<file path="src/rtl/serdes_pkg.sv">
// Shared types and constants for the serial receive front end.
package serdes_pkg;

  typedef enum logic [1:0] {
    HUNT,
    VERIFY,
    LOCKED
  } aligner_state_t;

  localparam logic [9:0] K28_5_RDN = 10'h17C;
  localparam logic [9:0] K28_5_RDP = 10'h283;
  localparam int SERDES_WORD_W = 10;

endpackage

</file>
<file path="src/rtl/comma_detect.sv">
// Combinational comma detector: flags the word against the comma pattern and its complement.
module comma_detect
  import serdes_pkg::*;
#(
  parameter int WORD_W = SERDES_WORD_W,
  parameter logic [WORD_W-1:0] COMMA_P = WORD_W'(K28_5_RDN)
) (
  input  logic [WORD_W-1:0] word,
  output logic              match,
  output logic              match_inv
);

  assign match     = (word == COMMA_P);
  assign match_inv = (word == ~COMMA_P);

endmodule

</file>
<file path="src/rtl/rx_word_aligner.sv">
// Serial-to-parallel receiver with comma-based word alignment and lock tracking.
// Define ALIGNER_BOTH_RD_EN to accept the comma in both running disparities.
module rx_word_aligner
  import serdes_pkg::*;
#(
  parameter int WORD_W = SERDES_WORD_W,
  parameter logic [WORD_W-1:0] COMMA_P = WORD_W'(K28_5_RDN),
  parameter int LOCK_CNT = 4,
  parameter int LOSS_CNT = 4
) (
  input  logic              BitCLK,
  input  logic              Reset,
  input  logic              Serial,
  output logic [WORD_W-1:0] RxParallel,
  output logic              RxValid,
  output logic              RxComma,
  output logic              RxLocked
);

  localparam int MAX_CNT = (LOCK_CNT > LOSS_CNT) ? LOCK_CNT : LOSS_CNT;
  localparam int CW      = $clog2(MAX_CNT + 1);
  localparam int CNT_W   = (WORD_W > 1) ? $clog2(WORD_W) : 1;
  localparam logic [CNT_W-1:0] LAST = CNT_W'(WORD_W - 1);
  localparam logic [CW-1:0]    CMAX = {CW{1'b1}};

`ifdef ALIGNER_BOTH_RD_EN
  localparam bit BOTH_RD = 1'b1;
`else
  localparam bit BOTH_RD = 1'b0;
`endif

  logic [WORD_W-1:0] sr_p0;
  logic [CNT_W-1:0]  cnt_p0;
  logic [CW-1:0]     good;
  logic [CW-1:0]     bad;
  aligner_state_t    state;
  logic              match;
  logic              matchInv;
  logic              hit;
  logic              boundary;

  function automatic logic [CW-1:0] satInc(input logic [CW-1:0] v);
    return (v == CMAX) ? v : v + CW'(1);
  endfunction

  comma_detect #(
    .WORD_W (WORD_W),
    .COMMA_P(COMMA_P)
  ) uDetect (
    .word     (sr_p0),
    .match    (match),
    .match_inv(matchInv)
  );

  assign hit      = match | (BOTH_RD & matchInv);
  assign boundary = (cnt_p0 == LAST);

  // Stage p0 -> outputs: sr_p0 holds the word completed at the previous edge
  always_ff @(posedge BitCLK) begin
    if (Reset) begin
      sr_p0      <= '0;
      cnt_p0     <= '0;
      good       <= '0;
      bad        <= '0;
      state      <= HUNT;
      RxParallel <= '0;
      RxValid    <= 1'b0;
      RxComma    <= 1'b0;
      RxLocked   <= 1'b0;
    end else begin
      sr_p0   <= {Serial, sr_p0[WORD_W-1:1]};
      cnt_p0  <= boundary ? '0 : cnt_p0 + CNT_W'(1);
      RxValid <= 1'b0;
      RxComma <= 1'b0;
      case (state)
        HUNT: begin
          if (hit) begin
            cnt_p0     <= '0;
            RxParallel <= sr_p0;
            RxValid    <= 1'b1;
            RxComma    <= 1'b1;
            good       <= CW'(1);
            if (LOCK_CNT == 1) begin
              state    <= LOCKED;
              RxLocked <= 1'b1;
              bad      <= '0;
            end else begin
              state <= VERIFY;
            end
          end
        end
        VERIFY: begin
          if (boundary) begin
            RxParallel <= sr_p0;
            RxValid    <= 1'b1;
            RxComma    <= hit;
            if (hit) begin
              good <= satInc(good);
              if (int'(good) + 1 >= LOCK_CNT) begin
                state    <= LOCKED;
                RxLocked <= 1'b1;
                bad      <= '0;
              end
            end
          end else if (hit) begin
            // A comma off the current grid restarts verification on the new grid.
            cnt_p0     <= '0;
            RxParallel <= sr_p0;
            RxValid    <= 1'b1;
            RxComma    <= 1'b1;
            good       <= CW'(1);
          end
        end
        LOCKED: begin
          if (boundary) begin
            RxParallel <= sr_p0;
            RxValid    <= 1'b1;
            RxComma    <= hit;
            if (hit) bad <= '0;
          end else if (hit) begin
            bad <= satInc(bad);
            if (int'(bad) + 1 >= LOSS_CNT) begin
              state    <= HUNT;
              RxLocked <= 1'b0;
              good     <= '0;
              bad      <= '0;
            end
          end
        end
        default: begin
          state    <= HUNT;
          RxLocked <= 1'b0;
        end
      endcase
    end
  end

endmodule

</file>
<file path="config.mk">
export PLATFORM = sky130hd
export DESIGN_NAME = rx_word_aligner
export DESIGN_NICKNAME = d
export VERILOG_FILES = /design/src/rtl/serdes_pkg.sv /design/src/rtl/comma_detect.sv /design/src/rtl/rx_word_aligner.sv
export SDC_FILE = /design/constraint.sdc
export NUM_CORES = 1
export LEC_CHECK = 0
export BUFFER_PORTS_ARGS = -buffer_cell sky130_fd_sc_hd__buf_4
export CAP_MARGIN = 20
export CORE_ASPECT_RATIO = 0.7
export CORE_MARGIN = 2
export CORE_UTILIZATION = 50
export DETAILED_ROUTE_END_ITERATION = 12
export GPL_TIMING_DRIVEN = 0
export PLACE_DENSITY = 0.81
export SYNTH_ARGS = -nofsm -noshare
export SYNTH_HDL_FRONTEND = slang
export SYNTH_SLANG_ARGS = --single-unit
</file>
<file path="constraint.sdc">
create_clock -name BitCLK -period 1.68 [get_ports BitCLK]
set_input_delay 0.168 -clock BitCLK [delete_from_list [all_inputs] [get_ports BitCLK]]
set_output_delay 0.168 -clock BitCLK [all_outputs]
set_load 0.01 [all_outputs]
</file>
==> qor.tcl <==
set qor(outcome) {finished with violations}
set qor(violations) {setup timing}
set qor(wire_length_of_the_first_global_routing_pass_mm) 6.223
set qor(drtPass1Iterations) 5
set qor(yosysUniqueCellTypes) 44
set qor(share_of_final_layout_standard_cells_stronger_than_drive_strength_1_pct) 41.67
set qor(route.final.wire_length_mm) 4.230
set qor(vias) 1404
set qor(timing.final.crit_period_ns) 1.765
set qor(post-route-util_pct) 69.86
set qor(dieWidth_um) 71.22
set qor(postSynthNetCount) 174
set qor(clock_path_buffers) 2
set qor(max_slew.worst_pin.slew_ns) 0.7000
set qor(gp_weighted_congestion) 0.8505
set qor(fin_hold_ws_ns) 0.09574
set qor(setup_viol) 13
set qor(clkLatencyLatePin_ns) 0.29
set qor(hpwl_mm) 2.559
set qor(grt_max_degree) 11
set qor(synth_top_area_share_pct) 44.30
set qor(synth_area_leaders) {sky130_fd_sc_hd__dfxtp_1, sky130_fd_sc_hd__ha_1, sky130_fd_sc_hd__a22o_1}
set qor(post-synth-top-area-cell) {sky130_fd_sc_hd__dfxtp_1}
set qor(worst_ep_required_time_ns) 1.89
set qor(insertedDiodeCount) 0
set qor(rr_endpoint) {bad[0]}
set qor(min_period_over_period_pct) 105.1
set qor(dpl_worst_slack_ns) -0.2422
set qor(die_area_um2) 3636
set qor(hold_start) {Serial}
set qor(ctsRootBufferMaster) {sky130_fd_sc_hd__clkbuf_8}
set qor(worst_path_class_setup) {reg2reg}
set qor(boundaryPins) 16
set qor(fmax_mhz) 566.5
set qor(hp-class) {in2reg}
set qor(timing.reg2reg.setup_slack_ns) -0.09
set qor(tritoncts_clock_tree) {built}
set qor(timing.rr.start) {good[0]}
set qor(maximum_fanout_along_the_worst_path) 5
set qor(report.power.total_uw) 1536
set qor(cp_launch_type) {flip-flop}
set qor(post_cts_hold_buffer_count) 0
set qor(antenna_found_initial) 0
set qor(synthesis.instances) 161
set qor(htreeDepth) 2
set qor(synth-warning-count) 0
set qor(grt-ovfl-total) 0
set qor(vdd_ir_drop_max_mv) 0.4051
set qor(cp-end-kind) {flip-flop}
set qor(postSynth.topFlopCell) {sky130_fd_sc_hd__dfxtp_1}
set qor(ant_nets) 0
set qor(fin_worst_skew_ns) 0.01018
set qor(summed_instance_area_of_the_synthesized_netlist_um2) 1582
set qor(max_cap_viol_count) 0
set qor(post_synth_edffs) 0
set qor(cp_data_arrival_time_ns) 1.98
set qor(clock_sinks) 35
set qor(max_slew_headroom_at_the_worst_pin_pct) 53.33
set qor(rr_worst_depth) 6
set qor(numPortBuffers) 15
set qor(p_leak_uw) 0.0008714
set qor(yosys_register_bits) 35
set qor(finalHoldViolations) 0
set qor(grt_setup_unrepaired) {true}
set qor(die_h_um) 51.06
set qor(synthArstFlopShare_pct) 0
set qor(cts_made_buffers) 5
set qor(initial_standard_cell_utilization_of_the_core_pct) 51.28
set qor(layout.nets) 205
set qor(slew_violations) 0
set qor(viasPerCell) 6.104
set qor(avgSynthCellArea_um2) 9.823
set qor(finalSetupTns_ns) -0.8095
set qor(p_per_area_nw_per_um2) 712.9
set qor(placementRows) 17
set qor(sequential_share_of_the_synthesized_area_pct) 44.30
set qor(setup_ws_ns) -0.08525
set qor(drc_errors) 0
set qor(groute.usage.overall_pct) 22.68
set qor(first_global_vias) 1265
set qor(detail_route.wl_per_cell_um) 18.39
set qor(dr.first_iter.drc_count) 187
set qor(holdPathStages) 2
set qor(floorplan.core_area_um2) 3084
set qor(syn_to_final_growth_pct) 36.23
set qor(timing.hold.worst_endpoint) {sr_p0[9]}
set qor(reg_clk_slew_reported_paths_ns) 0.07
logic make-up (layout without fill, tap and decap cells):
family / Yosys count / after routing / share of synthesized area (%)
DFF: 35 / 35 / 44.30
and+or+nand+nor: 63 / 64 / 21.99
AOI/OAI and AO/OA: 39 / 39 / 21.20
xor gates and xnor gates: 2 / 2 / 1.108
buffers and inverters: 12 / 42 / 3.481
adders and majority gates: 10 / 10 / 7.911
per-stage QoR:
stage,instances,cell area (µm²)
detailed placement,214,1838
global route,230,2155
floorplan,161,1678
CTS,229,2046
global placement,214,1838
finish,230,2155
synth_stat cells (all sizes together), types with 4 or more instances:
master / count
inv: 5
nor2b: 11
o21ai: 6
a21oi: 6
a22o: 10
ha: 10
clkbuf: 4
nand3: 6
nor2: 13
dfxtp: 35
nand2: 15
registers in the layout, indices dropped and copies added, names as in the netlist:
register / flops
RxComma: 1
sr_p0: 10
cnt_p0: 4
state: 2
RxParallel: 10
RxValid: 1
RxLocked: 1
good: 3
bad: 3
final cells by class:
class / instances / area, µm²
clock inverters: 1 / 5.005
flip-flops and latches: 35 / 716.9
multi-input cells: 115 / 1031
plain buffers: 5 / 45.04
clock buffers: 6 / 82.58
inverters: 5 / 18.77
repair buffers: 25 / 207.7
well taps: 38 / 47.55
fillers: 208 / 929.6
critical path, stage by stage, from the launching register on:
cell and delay (ns):
sky130_fd_sc_hd__dfxtp_2 0.35, sky130_fd_sc_hd__ha_4 0.17, sky130_fd_sc_hd__ha_4 0.26, sky130_fd_sc_hd__nand3b_1 0.24, sky130_fd_sc_hd__o2111ai_4 0.19, sky130_fd_sc_hd__or3_4 0.36
sky130_fd_sc_hd__a21oi_2 0.13
cell usage in the layout (no fill, tap or decap), types with 6 or more instances in the layout:
master / n
sky130_fd_sc_hd__dfxtp_1: 24
sky130_fd_sc_hd__nor2_1: 11
sky130_fd_sc_hd__clkbuf_8: 6
sky130_fd_sc_hd__buf_4: 22
sky130_fd_sc_hd__nand2_1: 14
sky130_fd_sc_hd__ha_4: 8
sky130_fd_sc_hd__nor2b_1: 10
sky130_fd_sc_hd__a22o_1: 10
sky130_fd_sc_hd__dfxtp_2: 10
where the power goes:
| part | internal, µW | total, µW | switching [µW] |
|---|---|---|---|
| Clock | 322 | 624 | 302 |
| Sequential | 839 | 850 | 11.1 |
| Combinational | 26.4 | 61.8 | 35.5 |
| Total | 1190 | 1540 | 349 |
timing repair:
item / CTS / global route
setup endpoints to repair: 22 / 22
pin swaps: 15 / 6
cloned: 1 / 1
setup buffers: 9 / 0
endpoints found under the hold margin: 0 / 0
resized for setup: 14 / 24
layer usage:
metal  vias to the layer above  track usage [%]  part of all wire (%)
met5                         -                0                     0
met1                       654            30.65                    45
met2                        95            35.03                    45
met4                         0            9.434                   3.0
met3                        16            5.128                   7.6
li1                        639                -                     -
worst max-delay path by stage:
stage | startpoint | to | slack [ns]
6_report | good[0] | bad[0] | -0.09
5_1_grt | good[0] | state[0] | -0.13
4_1_cts | state[0] | state[0] | -0.08
3_5_place_dp | sr_p0[9] | good[0] | -0.24
3_3_place_gp | sr_p0[9] | good[0] | -0.17
2_1_floorplan | cnt_p0[1] | RxParallel[0] | -0.01
No activity file was read; power rests on OpenSTA's default activity.
